--- config.mk ---
export PLATFORM = sky130hd
export DESIGN_NAME = right_shifter_seq_x2
export DESIGN_NICKNAME = d
export VERILOG_FILES = /design/src/rtl/right_shifter_seq_x2_pkg.sv /design/src/rtl/right_shifter_seq_x2_stage.sv /design/src/rtl/right_shifter_seq_x2.sv
export SDC_FILE = /design/constraint.sdc
export NUM_CORES = 1
export LEC_CHECK = 0
export ABC_CLOCK_PERIOD_IN_PS = 3000
export BUFFER_PORTS_ARGS = -buffer_cell sky130_fd_sc_hd__clkbuf_2
export CORE_AREA = 2 2 41 43
export DETAILED_ROUTE_END_ITERATION = 6
export DIE_AREA = 0 0 43 45
export HOLD_SLACK_MARGIN = 0.08
export PLACE_DENSITY = 0.83
export SLEW_MARGIN = 40
export SYNTH_ARGS = -nofsm -noshare
export SYNTH_HDL_FRONTEND = slang
export SYNTH_HIERARCHICAL = 1
export SYNTH_SLANG_ARGS = --single-unit
--- constraint.sdc ---
create_clock -name i_clk -period 3 [get_ports i_clk]
set_clock_uncertainty 0.1 [all_clocks]
set_input_delay 0.6 -clock i_clk [delete_from_list [all_inputs] [get_ports i_clk]]
set_output_delay 0.6 -clock i_clk [all_outputs]
set_load 0.01 [all_outputs]
--- src/rtl/right_shifter_seq_x2_pkg.sv ---
// Shared definitions for the sequential datapath units: FSM state encoding
// and the fill-bit selection used by the right shifter.
package right_shifter_seq_x2_pkg;

    // Two-bit state encoding, kept as plain constants so older units can reuse it.
    localparam logic [1:0] S_IDLE  = 2'd0;
    localparam logic [1:0] S_SHIFT = 2'd1;
    localparam logic [1:0] S_DONE  = 2'd2;

    // Bits entering at the top on each step: {MSB, MSB-1}.
    // Arithmetic mode replicates the current sign bit, logical mode uses the
    // fill pair latched at load time.
    function automatic logic [1:0] select_fill(input logic       arith,
                                               input logic       msb,
                                               input logic [1:0] cin);
        return arith ? {msb, msb} : cin;
    endfunction

endpackage

--- src/rtl/right_shifter_seq_x2_stage.sv ---
// Combinational right-by-2 stage built from 2:1 mux cells. With i_sh low the
// word passes through untouched and nothing is reported as shifted out.

// Basic 2:1 mux cell: i_sel=0 selects i_a, i_sel=1 selects i_b.
module mux_2x1 (
    input  logic i_a,
    input  logic i_b,
    input  logic i_sel,
    output logic o_y
);
    assign o_y = i_sel ? i_b : i_a;
endmodule

module right_shifter_x2_stage #(
    parameter int WIDTH = 4
) (
    input  logic [WIDTH-1:0] i_din,
    input  logic             i_sh,
    input  logic [1:0]       i_fill,
    output logic [WIDTH-1:0] o_dout,
    output logic [1:0]       o_shout
);
    // Shifted candidate: fill pair drops in at the top, two LSBs fall off.
    logic [WIDTH-1:0] w_shifted;
    logic [1:0]       w_zero;

    assign w_shifted = {i_fill, i_din[WIDTH-1:2]};
    assign w_zero    = 2'b00;

    for (genvar g = 0; g < WIDTH; g++) begin : g_data
        mux_2x1 u_mux (
            .i_a   (i_din[g]),
            .i_b   (w_shifted[g]),
            .i_sel (i_sh),
            .o_y   (o_dout[g])
        );
    end

    for (genvar g = 0; g < 2; g++) begin : g_out
        mux_2x1 u_mux (
            .i_a   (w_zero[g]),
            .i_b   (i_din[g]),
            .i_sel (i_sh),
            .o_y   (o_shout[g])
        );
    end

endmodule

--- src/rtl/right_shifter_seq_x2.sv ---
// Multi-cycle right shifter: loads a word, then shifts it right by 2 bits per
// clock for the requested number of steps, tracking the last bits lost and a
// sticky OR of everything shifted out since the load.
module right_shifter_seq_x2
    import right_shifter_seq_x2_pkg::*;
#(
    parameter int WIDTH  = 4,
    parameter int STEP_W = 2
) (
    input  logic              i_clk,
    input  logic              i_rst,
    input  logic              i_start,
    input  logic [WIDTH-1:0]  i_in,
    input  logic [STEP_W-1:0] i_steps,
    input  logic              i_arith,
    input  logic [1:0]        i_cin,
    output logic [WIDTH-1:0]  o_out,
    output logic [1:0]        o_cout,
    output logic              o_sticky,
    output logic              o_busy,
    output logic              o_done
);

    logic [1:0]        r_state;
    logic [WIDTH-1:0]  r_out;
    logic [1:0]        r_cout;
    logic              r_sticky;
    logic [STEP_W-1:0] r_cnt;
    logic              r_arith_l;
    logic [1:0]        r_cin_l;

    logic [1:0]        w_state_nxt;
    logic              w_sh;
    logic [1:0]        w_fill;
    logic [WIDTH-1:0]  w_shift_out;
    logic [1:0]        w_shout;

    assign w_sh   = (r_state == S_SHIFT);
    assign w_fill = select_fill(r_arith_l, r_out[WIDTH-1], r_cin_l);

    right_shifter_x2_stage #(
        .WIDTH (WIDTH)
    ) u_stage (
        .i_din   (r_out),
        .i_sh    (w_sh),
        .i_fill  (w_fill),
        .o_dout  (w_shift_out),
        .o_shout (w_shout)
    );

    // Next-state logic: IDLE -> SHIFT/DONE on start, SHIFT -> DONE on last step, DONE -> IDLE.
    always_comb begin
        // NOTE: default assignment first so no path leaves w_state_nxt unassigned (no latch).
        w_state_nxt = r_state;
        case (r_state)
            S_IDLE:  if (i_start) w_state_nxt = (i_steps == '0) ? S_DONE : S_SHIFT;
            S_SHIFT: if (r_cnt <= STEP_W'(1)) w_state_nxt = S_DONE;
            S_DONE:  w_state_nxt = S_IDLE;
            default: w_state_nxt = S_IDLE;
        endcase
    end

    // State and datapath registers; reset wins in every state and abandons any operation.
    always_ff @(posedge i_clk) begin
        // NOTE: non-blocking assignments so every register samples pre-edge values.
        if (i_rst) begin
            r_state   <= S_IDLE;
            r_out     <= '0;
            r_cout    <= '0;
            r_sticky  <= 1'b0;
            r_cnt     <= '0;
            r_arith_l <= 1'b0;
            r_cin_l   <= '0;
        end else begin
            r_state <= w_state_nxt;
            case (r_state)
                S_IDLE: begin
                    if (i_start) begin
                        r_out     <= i_in;
                        r_cout    <= '0;
                        r_sticky  <= 1'b0;
                        r_cnt     <= i_steps;
                        r_arith_l <= i_arith;
                        r_cin_l   <= i_cin;
                    end
                end
                S_SHIFT: begin
                    r_out    <= w_shift_out;
                    r_cout   <= w_shout;
                    r_sticky <= r_sticky | (|w_shout);
                    r_cnt    <= r_cnt - STEP_W'(1);
                end
                default: ;
            endcase
        end
    end

    assign o_out    = r_out;
    assign o_cout   = r_cout;
    assign o_sticky = r_sticky;
    assign o_busy   = (r_state == S_SHIFT);
    assign o_done   = (r_state == S_DONE);

endmodule

==> impl_metrics.tcl <==
set metrics [dict create \
    status "complete, no violations" \
    worstPathMaxFanout 14 \
    p_sw_w 0.000121 \
    numCtsBuffers 3 \
    pwr-share-clk_pct 24.8 \
    clkTransAtPathRegs_ns 0.08 \
    yosysWarnings 6 \
    worst_setup_path_start_kind "flip-flop" \
    tns_ns 0 \
    row_count 14 \
    synthFlopType "dfxtp_1" \
    antennaDiodeCount 0 \
    stdcell_count 115 \
    worstMarginPinSlew_ns 0.624 \
    leakage_nw 0.395 \
    drcViolationCount 0 \
    crit_arrival_ns 1.77 \
    netlist.area_leader.share_pct 37.7 \
    pwr-share-seq_pct 51.9 \
    min_from "o_cout[0]" \
    hold_class "reg2reg" \
    core_area_sq_um 1470 \
    dr.pass1.iters 3 \
    reg2reg_from "r_state[0]" \
    post_cts_buffers 0 \
    crit_type "reg2out" \
    avgSynthCellArea_sq_um 9.53 \
    initialDrtViolationCount 4 \
    place_congestion 0.765 \
    grt_overflow 0 \
    final-setup-viol-count 0 \
    relSlewSlack_pct 58.3 \
    drt_wl_total_mm 1.45 \
    critPathRequiredTime_ns 2.30 \
    grt_pass1_wl_mm 2.56 \
    internal_power_w 0.000301 \
    peakVddDrop_mv 0.298 \
    clock.fmax_mhz 405 \
    synthToLayoutAreaGrowth_pct 17.8 \
    initial_utilization_pct 50.5 \
    cp_cell_sequence "nor2b_1 -> clkbuf_2" \
    vias_per_cell 5.26 \
    grt_pass1_vias 604 \
    route.met3.wl_microns 67 \
    reg2reg_depth 6 \
    min_path_cells 2 \
    final_cell_mix "clkbuf_2 (20), dfxtp_1 (14), nor2_1 (10)" \
    period_share_pct 82.2 \
    p_comb_share_pct 23.4 \
    cts_max_path_buffers 2 \
    hold_viol_final 0 \
    cp-end-kind "output port" \
    cts-htree-levels 1 \
    drt-met1-wl_microns 655 \
    post-place-cells 112 \
    synth_top_area_cell "dfxtp_1" \
    io_pins 21 \
    cts_resized 0 \
    tritoncts "yes" \
    synth_area_sq_um 743 \
    slew_violations 0 \
    vias 605 \
    ff2ff_setup_slack_ns 0.88 \
    synth_cells 78 \
    max_cap_viol_count 0 \
    ant_nets 0 \
    portBuffers 20 \
    fin_nets 114 \
    r2r_end "o_sticky" \
    holdWs_ns 0.405 \
    synth_edf_count 0 \
    clk_root_buffer_cell "clkbuf_4" \
    holdPathEnd "o_cout[0]" \
    period_needed_ns 2.47 \
    antenna_found_initial 0 \
    dp_hpwl_mm 1.09 \
    die_area_sq_um 1940 \
    grt_max_degree 15 \
    clkSinkCount 14 \
    rsz0062_at_grt "false" \
    max_stage_delay_ns 0.66 \
    cts_hold_buf 0 \
    ys_types 26 \
    wl_per_cell_microns 12.6 \
    met2_length_microns 693 \
    clk_latency_ns 0.27 \
    top_layer "met4" \
    crit_slowest_cell "dfxtp_1" \
    startpoint "r_state[0]" \
    die_w_microns 43 \
    yosysSeqAreaShare_pct 37.7 \
    p_total_w 0.000421 \
    layout_commonest_cell "clkbuf_2" \
    powerDensity_nw_per_um2 481 \
    layout-drive-gt1-share_pct 34.3 \
    grt_use_total_pct 17.9 \
    yosys-top-cells-area "dfxtp_1 (38%), mux2_4 (12%), mux2i_1 (11%)" \
    synth_seq_cells 14 \
    switching_share_pct 28.6 \
    postSynth.asyncResetShare_pct 0 \
    die_height_microns 45 \
]
[how the worst max path moves through the flow]
stage | end | slack (ns) | depth (start not counted)
floorplan | o_out[0] | 1.07 | 5
global placement | o_busy | 0.91 | 2
detailed placement | o_busy | 0.82 | 2
CTS | o_busy | 0.50 | 2
global route | o_busy | 0.36 | 2
finish | o_busy | 0.53 | 2
[Yosys cell counts (2+ instances only)]
| library cell | instances |
|---|---|
| a211oi_1 | 5 |
| a21oi_1 | 4 |
| a22oi_1 | 2 |
| dfxtp_1 | 14 |
| inv_1 | 6 |
| mux2_4 | 6 |
| mux2i_1 | 8 |
| nor2_1 | 10 |
| nor2b_1 | 2 |
| o21ai_0 | 5 |
[area by class of cell]
class,instances,area [sq um]
multi-input combinational,55,423
inverter,6,22.5
fill,144,596
timing repair buffer,21,108
clock buffer,3,22.5
sequential,14,280
tap,16,20.0
[sequential cells by signal, indices dropped and copies added (netlist names)]
| signal | flops |
|---|---|
| r_cin_l | 2 |
| o_cout | 2 |
| r_cnt | 2 |
| o_sticky | 1 |
| r_state | 2 |
| o_out | 4 |
| r_arith_l | 1 |
[logic make-up after synthesis]
kind of cell               count (synthesis)  synth area share [%]
AOI/OAI and AO/OA                         20                  18.5
adders and majority gates                  1                  1.68
buffers and inverters                     10                  5.89
DFF                                       14                  37.7
muxes                                     14                  22.9
other                                      1                 0.505
and+or+nand+nor                           18                  12.8
[critical path, delay by kind of cell (launching register included)]
family	cells	cell delay [ns]
flip-flops	1	0.66
AND/OR/NAND/NOR	1	0.59
buffers and inverters	1	0.24
[per-layer routing]
layer | global-route usage [%] | up-vias
li1 | - | 316
met1 | 22.9 | 270
met2 | 28.8 | 15
met3 | 4.00 | 4
met4 | 9.09 | 0
met5 | 0 | -
[power groups by stage]
| stage | clock [W] | sequential [W] | combinational [W] |
|---|---|---|---|
| 6_report | 0.000104 | 0.000218 | 0.0000986 |
| 5_1_grt | 0.000114 | 0.000221 | 0.000110 |
| 4_1_cts | 0.000107 | 0.000219 | 0.0000996 |
| 3_5_place_dp | 0 | 0.000223 | 0.0000990 |
| 3_3_place_gp | 0 | 0.000222 | 0.0000957 |
| 2_1_floorplan | 0 | 0.000219 | 0.0000738 |
[through the flow]
stage / worst slack [ns] / util [%] / instance area (sq um)
after floorplan: 1.07 / - / 747
after global placement: 0.906 / 58.0 / 853
after detailed placement: 0.815 / 58.0 / 853
after CTS: 0.499 / 59.5 / 876
after global routing: 0.358 / 59.5 / 876
final: 0.534 / 59.5 / 876
No activity file was read; power rests on OpenSTA's default activity.
